[config.mk]
export PLATFORM = sky130hd
export DESIGN_NAME = cflog_writer
export DESIGN_NICKNAME = d
export VERILOG_FILES = /design/src/rtl/cflog_writer_pkg.sv /design/src/rtl/cflog_writer_fifo.sv /design/src/rtl/cflog_writer.sv
export SDC_FILE = /design/constraint.sdc
export NUM_CORES = 1
export LEC_CHECK = 0
export ABC_AREA = 0
export BUFFER_PORTS_ARGS = -buffer_cell sky130_fd_sc_hd__buf_2
export CAP_MARGIN = 25
export CORE_ASPECT_RATIO = 1.5
export CORE_UTILIZATION = 45
export CTS_CLUSTER_SIZE = 10
export DETAILED_ROUTE_END_ITERATION = 10
export GPL_ROUTABILITY_DRIVEN = 1
export HOLD_SLACK_MARGIN = 0.1
export PLACE_DENSITY_LB_ADDON = 0.3
export SETUP_SLACK_MARGIN = 0.15
export SLEW_MARGIN = 5
export SYNTH_ARGS = -nofsm -noshare
export SYNTH_HDL_FRONTEND = slang
export SYNTH_SLANG_ARGS = --single-unit
[constraint.sdc]
create_clock -name clk -period 7.3 [get_ports clk]
set_input_delay 1.095 -clock clk [delete_from_list [all_inputs] [get_ports clk]]
set_output_delay 1.095 -clock clk [all_outputs]
set_load 0.03 [all_outputs]
[src/rtl/cflog_writer_pkg.sv]
// Shared definitions for the CF-Log writer: FSM encoding, default log map and entry layout.
// Monitor, writer and TCB linker map must agree on LOG_BASE/LOG_SIZE, so the defaults live here.
package cflog_writer_pkg;

    localparam logic [15:0] DEFAULT_LOG_SIZE   = 16'h0080;
    localparam logic [15:0] DEFAULT_LOG_BASE   = 16'h0400;
    localparam int          DEFAULT_FIFO_DEPTH = 4;

    typedef enum logic [1:0] {
        ST_IDLE    = 2'd0,
        ST_WR_SRC  = 2'd1,
        ST_WR_DEST = 2'd2,
        ST_FLUSH   = 2'd3
    } wr_state_t;

    typedef struct packed {
        logic [15:0] src;
        logic [15:0] dest;
    } log_entry_t;

    // Byte address of a log word; 16-bit modulo arithmetic.
    function automatic logic [15:0] log_addr(input logic [15:0] base, input logic [15:0] ptr);
        return base + (ptr << 1);
    endfunction

endpackage

[src/rtl/cflog_writer_fifo.sv]
// Small synchronous FIFO buffering (src,dest) log entries while the log RAM stalls.
// A push into a full FIFO is still accepted when a pop happens in the same cycle.
module cflog_writer_fifo #(
    parameter  int DEPTH = 4,
    parameter  int WIDTH = 32,
    localparam int AW    = (DEPTH > 1) ? $clog2(DEPTH) : 1,
    localparam int CW    = $clog2(DEPTH + 1)
) (
    input  logic             clk,
    input  logic             reset_n,
    input  logic             i_push,
    input  logic [WIDTH-1:0] i_data,
    input  logic             i_pop,
    output logic [WIDTH-1:0] o_data,
    output logic             o_full,
    output logic             o_empty,
    output logic [CW-1:0]    o_count
);

    logic [WIDTH-1:0] r_mem [DEPTH];
    logic [AW-1:0]    r_wr_ptr;
    logic [AW-1:0]    r_rd_ptr;
    logic [CW-1:0]    r_count;
    logic             w_do_push;
    logic             w_do_pop;

    assign o_full    = (r_count == CW'(DEPTH));
    assign o_empty   = (r_count == '0);
    assign o_count   = r_count;
    assign o_data    = r_mem[r_rd_ptr];
    assign w_do_pop  = i_pop && !o_empty;
    assign w_do_push = i_push && (!o_full || w_do_pop);

    always_ff @(posedge clk) begin
        if (w_do_push) begin
            r_mem[r_wr_ptr] <= i_data;
        end
    end

    // Pointers wrap naturally because DEPTH is a power of two.
    always_ff @(posedge clk or negedge reset_n) begin
        if (!reset_n) begin
            r_wr_ptr <= '0;
            r_rd_ptr <= '0;
            r_count  <= '0;
        end else begin
            if (w_do_push) begin
                r_wr_ptr <= r_wr_ptr + 1'b1;
            end
            if (w_do_pop) begin
                r_rd_ptr <= r_rd_ptr + 1'b1;
            end
            case ({w_do_push, w_do_pop})
                2'b10:   r_count <= r_count + 1'b1;
                2'b01:   r_count <= r_count - 1'b1;
                default: r_count <= r_count;
            endcase
        end
    end

endmodule

[src/rtl/cflog_writer.sv]
// CF-Log writer: turns each (src,dest) control-flow event into two 16-bit RAM writes and
// hands the log to the TCB through a flush_req/flush_ack handshake when full or on command.
module cflog_writer
    import cflog_writer_pkg::*;
#(
    parameter logic [15:0] LOG_SIZE   = DEFAULT_LOG_SIZE,
    parameter logic [15:0] LOG_BASE   = DEFAULT_LOG_BASE,
    parameter int          FIFO_DEPTH = DEFAULT_FIFO_DEPTH
) (
    input  logic        clk,
    input  logic        reset_n,
    input  logic        entry_valid,
    input  logic [15:0] entry_src,
    input  logic [15:0] entry_dest,
    input  logic        flush_cmd,
    input  logic        flush_ack,
    input  logic        mem_ready,
    output logic        mem_wr_en,
    output logic [15:0] mem_addr,
    output logic [15:0] mem_wdata,
    output logic [15:0] word_ptr,
    output logic        flush_req,
    output logic        overflow,
    output logic        busy
);

    localparam int CW = $clog2(FIFO_DEPTH + 1);

    wr_state_t   r_state;
    logic [15:0] r_dest;
    logic [15:0] r_word_ptr;
    logic        r_mem_wr_en;
    logic [15:0] r_mem_addr;
    logic [15:0] r_mem_wdata;
    logic        r_flush_req;
    logic        r_pending_flush;
    logic        r_overflow;

    log_entry_t  w_push_entry;
    log_entry_t  w_head;
    logic        w_full;
    logic        w_empty;
    logic [CW-1:0] w_fifo_count;
    logic        w_pop;
    logic        w_drop;
    logic        w_ack;
    logic [15:0] w_ptr_inc;

    assign w_push_entry = '{src: entry_src, dest: entry_dest};
    assign w_pop        = (r_state == ST_IDLE) && !w_empty;
    assign w_drop       = entry_valid && w_full && !w_pop;
    assign w_ack        = (r_state == ST_FLUSH) && flush_ack;
    assign w_ptr_inc    = r_word_ptr + 16'd1;

    cflog_writer_fifo #(
        .DEPTH (FIFO_DEPTH),
        .WIDTH (32)
    ) u_fifo (
        .clk     (clk),
        .reset_n (reset_n),
        .i_push  (entry_valid),
        .i_data  (w_push_entry),
        .i_pop   (w_pop),
        .o_data  (w_head),
        .o_full  (w_full),
        .o_empty (w_empty),
        .o_count (w_fifo_count)
    );

    // Outputs are registered and updated on the same edge as the state they belong to.
    always_ff @(posedge clk or negedge reset_n) begin
        if (!reset_n) begin
            r_state     <= ST_IDLE;
            r_dest      <= '0;
            r_word_ptr  <= '0;
            r_mem_wr_en <= 1'b0;
            r_mem_addr  <= '0;
            r_mem_wdata <= '0;
            r_flush_req <= 1'b0;
        end else begin
            case (r_state)
                ST_IDLE: begin
                    if (r_pending_flush && w_empty) begin
                        r_state     <= ST_FLUSH;
                        r_flush_req <= 1'b1;
                    end else if (!w_empty) begin
                        r_state     <= ST_WR_SRC;
                        r_dest      <= w_head.dest;
                        r_mem_wr_en <= 1'b1;
                        r_mem_wdata <= w_head.src;
                        r_mem_addr  <= log_addr(LOG_BASE, r_word_ptr);
                    end
                end
                ST_WR_SRC: begin
                    if (mem_ready) begin
                        r_state     <= ST_WR_DEST;
                        r_word_ptr  <= w_ptr_inc;
                        r_mem_wdata <= r_dest;
                        r_mem_addr  <= log_addr(LOG_BASE, w_ptr_inc);
                    end
                end
                ST_WR_DEST: begin
                    if (mem_ready) begin
                        r_word_ptr  <= w_ptr_inc;
                        r_mem_wr_en <= 1'b0;
                        if (w_ptr_inc == LOG_SIZE) begin
                            r_state     <= ST_FLUSH;
                            r_flush_req <= 1'b1;
                        end else begin
                            r_state <= ST_IDLE;
                        end
                    end
                end
                ST_FLUSH: begin
                    if (flush_ack) begin
                        r_state     <= ST_IDLE;
                        r_word_ptr  <= '0;
                        r_flush_req <= 1'b0;
                    end
                end
                default: begin
                    r_state <= ST_IDLE;
                end
            endcase
        end
    end

    // A drop in the ack cycle wins so the TCB learns about it on the next drain.
    always_ff @(posedge clk or negedge reset_n) begin
        if (!reset_n) begin
            r_pending_flush <= 1'b0;
            r_overflow      <= 1'b0;
        end else begin
            if (w_ack) begin
                r_pending_flush <= 1'b0;
            end else if (flush_cmd) begin
                r_pending_flush <= 1'b1;
            end
            if (w_drop) begin
                r_overflow <= 1'b1;
            end else if (w_ack) begin
                r_overflow <= 1'b0;
            end
        end
    end

    assign mem_wr_en = r_mem_wr_en;
    assign mem_addr  = r_mem_addr;
    assign mem_wdata = r_mem_wdata;
    assign word_ptr  = r_word_ptr;
    assign flush_req = r_flush_req;
    assign overflow  = r_overflow;
    assign busy      = !w_empty || (r_state != ST_IDLE);

    a_log_map_fits: assert property (@(posedge clk)
        ((17'(LOG_BASE) + {LOG_SIZE, 1'b0}) <= 17'h10000) && !LOG_SIZE[0]);
    a_ptr_bounded: assert property (@(posedge clk) disable iff (!reset_n)
        r_word_ptr <= LOG_SIZE);
    a_fifo_bounded: assert property (@(posedge clk) disable iff (!reset_n)
        w_fifo_count <= CW'(FIFO_DEPTH));

endmodule

==> flow_summary.toml <==
[floorplanning]
start_util_pct = 46.4
rows = 61
die_w_microns = 115
core-area_sq_um = 18700
pin_count = 90
die_area_sq_um = 19900
fp.dieH_microns = 172

[drt]
vias = 5518
drcViolationCount = 0
wl_per_cell_microns = 18.3
drt-total-wl_mm = 18.4
firstDrtPassIters = 5
drt_iter0_markers = 417
antenna_left = 0
vias_per_cell = 5.51

[global_routing]
grt_pass1_vias = 5587
grt_overflow_total = 0
grt_max_degree = 77
antenna_found_initial = 0
grt.total_usage_pct = 19.4
grt_pass1_wl_mm = 29.5

[layout]
drive_gt1_share_pct = 22.4
nets = 784
num_antenna_cells = 0
instances_no_fill = 1002
fill_cells = 1544
fin_area_sq_um = 10100
fin_util_pct = 54.0
area_delta_synth_final_pct = 16.4

[cts]
clock-sinks = 204
post_cts_buffers = 0
hold_buffers = 0
ctsResizeCount = 0
h-tree-depth = 1
clk_pin_slew_ns = 0.05
cts_root_buffer = "clkbuf_16"
clockBufferDepth = 3
cts_tree = "yes"
clock_latency_ns = 0.51
cts-buffers-inserted = 24

[yosys]
synthDistinctLibCells = 54
synth_compound_area_share_pct = 6.57
synth_top_family_by_area = "simple AND/OR/NAND/NOR gates"
synthAdderAreaFrac_pct = 1.96
synth_top_flop_cell = "edfxtp_1"
ys_warn_count = 0
yosys-mux-area-fraction_pct = 8.76
synthArstFlopShare_pct = 37.3
yosysTopAreaCell = "edfxtp_1"
synth-seq-cells = 204
synth_edf_count = 128
post-synth-top-area-fraction_pct = 44.3
avgSynthCellArea_sq_um = 13.4
synth_simple_gate_area_share_pct = 11.7
synth-xor-area-share_pct = 2.32
ys_seq_area_share_pct = 66.2
synthesis.nets = 698
synthCells = 647
ys_top_cells_by_area = "edfxtp_1, dfrtp_1, mux4_2"
synth.cell_area_sq_um = 8680
synth_common_cells = "edfxtp_1, nand2_1, dfrtp_1"

[timing]
max_freq_ghz = 0.304
worstMarginPinSlew_ns = 0.812
setup-tns-final_ns = 0
relSlewSlack_pct = 45.8
hold_violations = 0
slew_viol_final = 0
post-route-period-util_pct = 45.0
setup_viol = 0
rsz0062_at_grt = "no"
period_needed_ns = 3.29
fin_skew_ns = 0.00676

[pwr]
totalPowerFinal_mw = 4.17
vdd_drop_max_mv = 0.222
power.density_nw_per_um2 = 413
p_leak_nw = 3.94

[critical_path]
crit_path_end_kind = "flop"
crit_path_max_fanout = 19
max_stage_delay_ns = 0.67
crit_type = "flop to flop"
start_kind = "flop"
crit_chain = "nor3_1, nand2b_1, clkinv_1, ha_1, inv_1, fa_1, xor2_1, nor2_1, xor2_1"
cpMostUsedCell = "xor2_1"
critPathArrivalTime_ns = 3.68
slowest_stage = "clkinv_1"
required_ns = 7.69

[hold_path]
hold_class = "input pin to asynchronous set/reset pin"

[placement]
dp_hpwl_mm = 12.2
place_inst = 955
io_buffers = 88
gp_congestion = 0.893
dpl_cell_area_sq_um = 9340

[status]
status = "completed"

[run]
cap_violations = 0
[power by group]
group	internal [mW]	switching (mW)	total [mW]	leakage (nW)
clock network	0.642	0.424	1.07	0.338
registers	1.54	0.131	1.67	2.13
logic	0.515	0.914	1.43	1.48
[worst max-delay path, delay by kind of cell (launching register included)]
kind	cells	cell delay, ns
adder cells (fa/ha/maj)	2	0.63
flip-flops	1	0.41
AND/OR/NAND/NOR	3	1.10
XOR/XNOR	2	0.29
buffers and inverters	2	0.75
[path summary, 6_finish.rpt]
path	startpoint	depth (start not counted)	slack, ns	to
hold / removal	reset_n	1	0.46	word_ptr[8]$_DFFE_PN0P_
setup reg to reg	u_fifo.o_count[0]$_DFFE_PN0P_	9	4.01	u_fifo.o_count[2]$_DFFE_PN0P_
setup / recovery	u_fifo.o_count[0]$_DFFE_PN0P_	9	4.01	u_fifo.o_count[2]$_DFFE_PN0P_
hold reg to reg	mem_addr[11]$_DFFE_PN0P_	2	0.47	mem_addr[11]$_DFFE_PN0P_
min in group clk	mem_addr[11]$_DFFE_PN0P_	2	0.47	mem_addr[11]$_DFFE_PN0P_
max in group asynchronous	reset_n	2	6.24	u_fifo.r_rd_ptr[0]$_DFFE_PN0P_
[metal layers]
| layer | up-vias | track usage (%) | share of wire (%) |
|---|---|---|---|
| li1 | 2529 | - | - |
| met3 | 32 | 2.98 | 4.9 |
| met5 | - | 0 | 0 |
| met1 | 2781 | 23.0 | 38 |
| met4 | 0 | 6.95 | 2.6 |
| met2 | 176 | 35.5 | 54 |
[registers in the layout, indices dropped and copies added (netlist names), 3 cells and up]
register / count
mem_addr: 15
mem_wdata: 16
r_dest: 16
u_fifo.o_count: 3
u_fifo.r_mem: 128
word_ptr: 16
[per-stage QoR]
| stage | setup slack [ns] | hold slack, ns |
|---|---|---|
| floorplan | 4.49 | 0.446 |
| global route | 3.68 | 0.444 |
| finish | 4.01 | 0.456 |
| CTS | 3.99 | 0.476 |
| global placement | 4.17 | 0.462 |
| detailed placement | 4.01 | 0.461 |
[logic make-up after synthesis]
kind of cell,count (synthesis)
xor gates and xnor gates,23
adders and majority gates,13
DFF,204
muxes,36
other,1
and+or+nand+nor,225
AOI/OAI and AO/OA,91
buffers and inverters,54
[cell usage in the layout (no fill, tap or decap), drive strengths merged, types with 6 or more instances in the layout]
cell type	netlist	routed
nor4	9	9
nand3	7	7
dfrtp	76	76
edfxtp	128	128
mux4	32	32
xor2	9	9
buf	13	99
clkbuf	27	43
a31oi	20	20
nand4	10	10
inv	13	13
nand2	128	128
o21ai	42	42
ha	12	12
xnor2	14	14
nor2	39	39
a21oi	6	6
[cell type report]
class / instances / area [sq um] / share of cell area (%)
clock buffer: 42 / 699 / 6.92
clock inverter: 1 / 5.00 / 0.0495
inverter: 14 / 52.6 / 0.520
multi-input combinational: 389 / 2720 / 27.0
sequential: 204 / 5750 / 56.9
tap: 252 / 315 / 3.12
timing repair buffer: 100 / 558 / 5.52
Power figures use the tool's default switching activity.
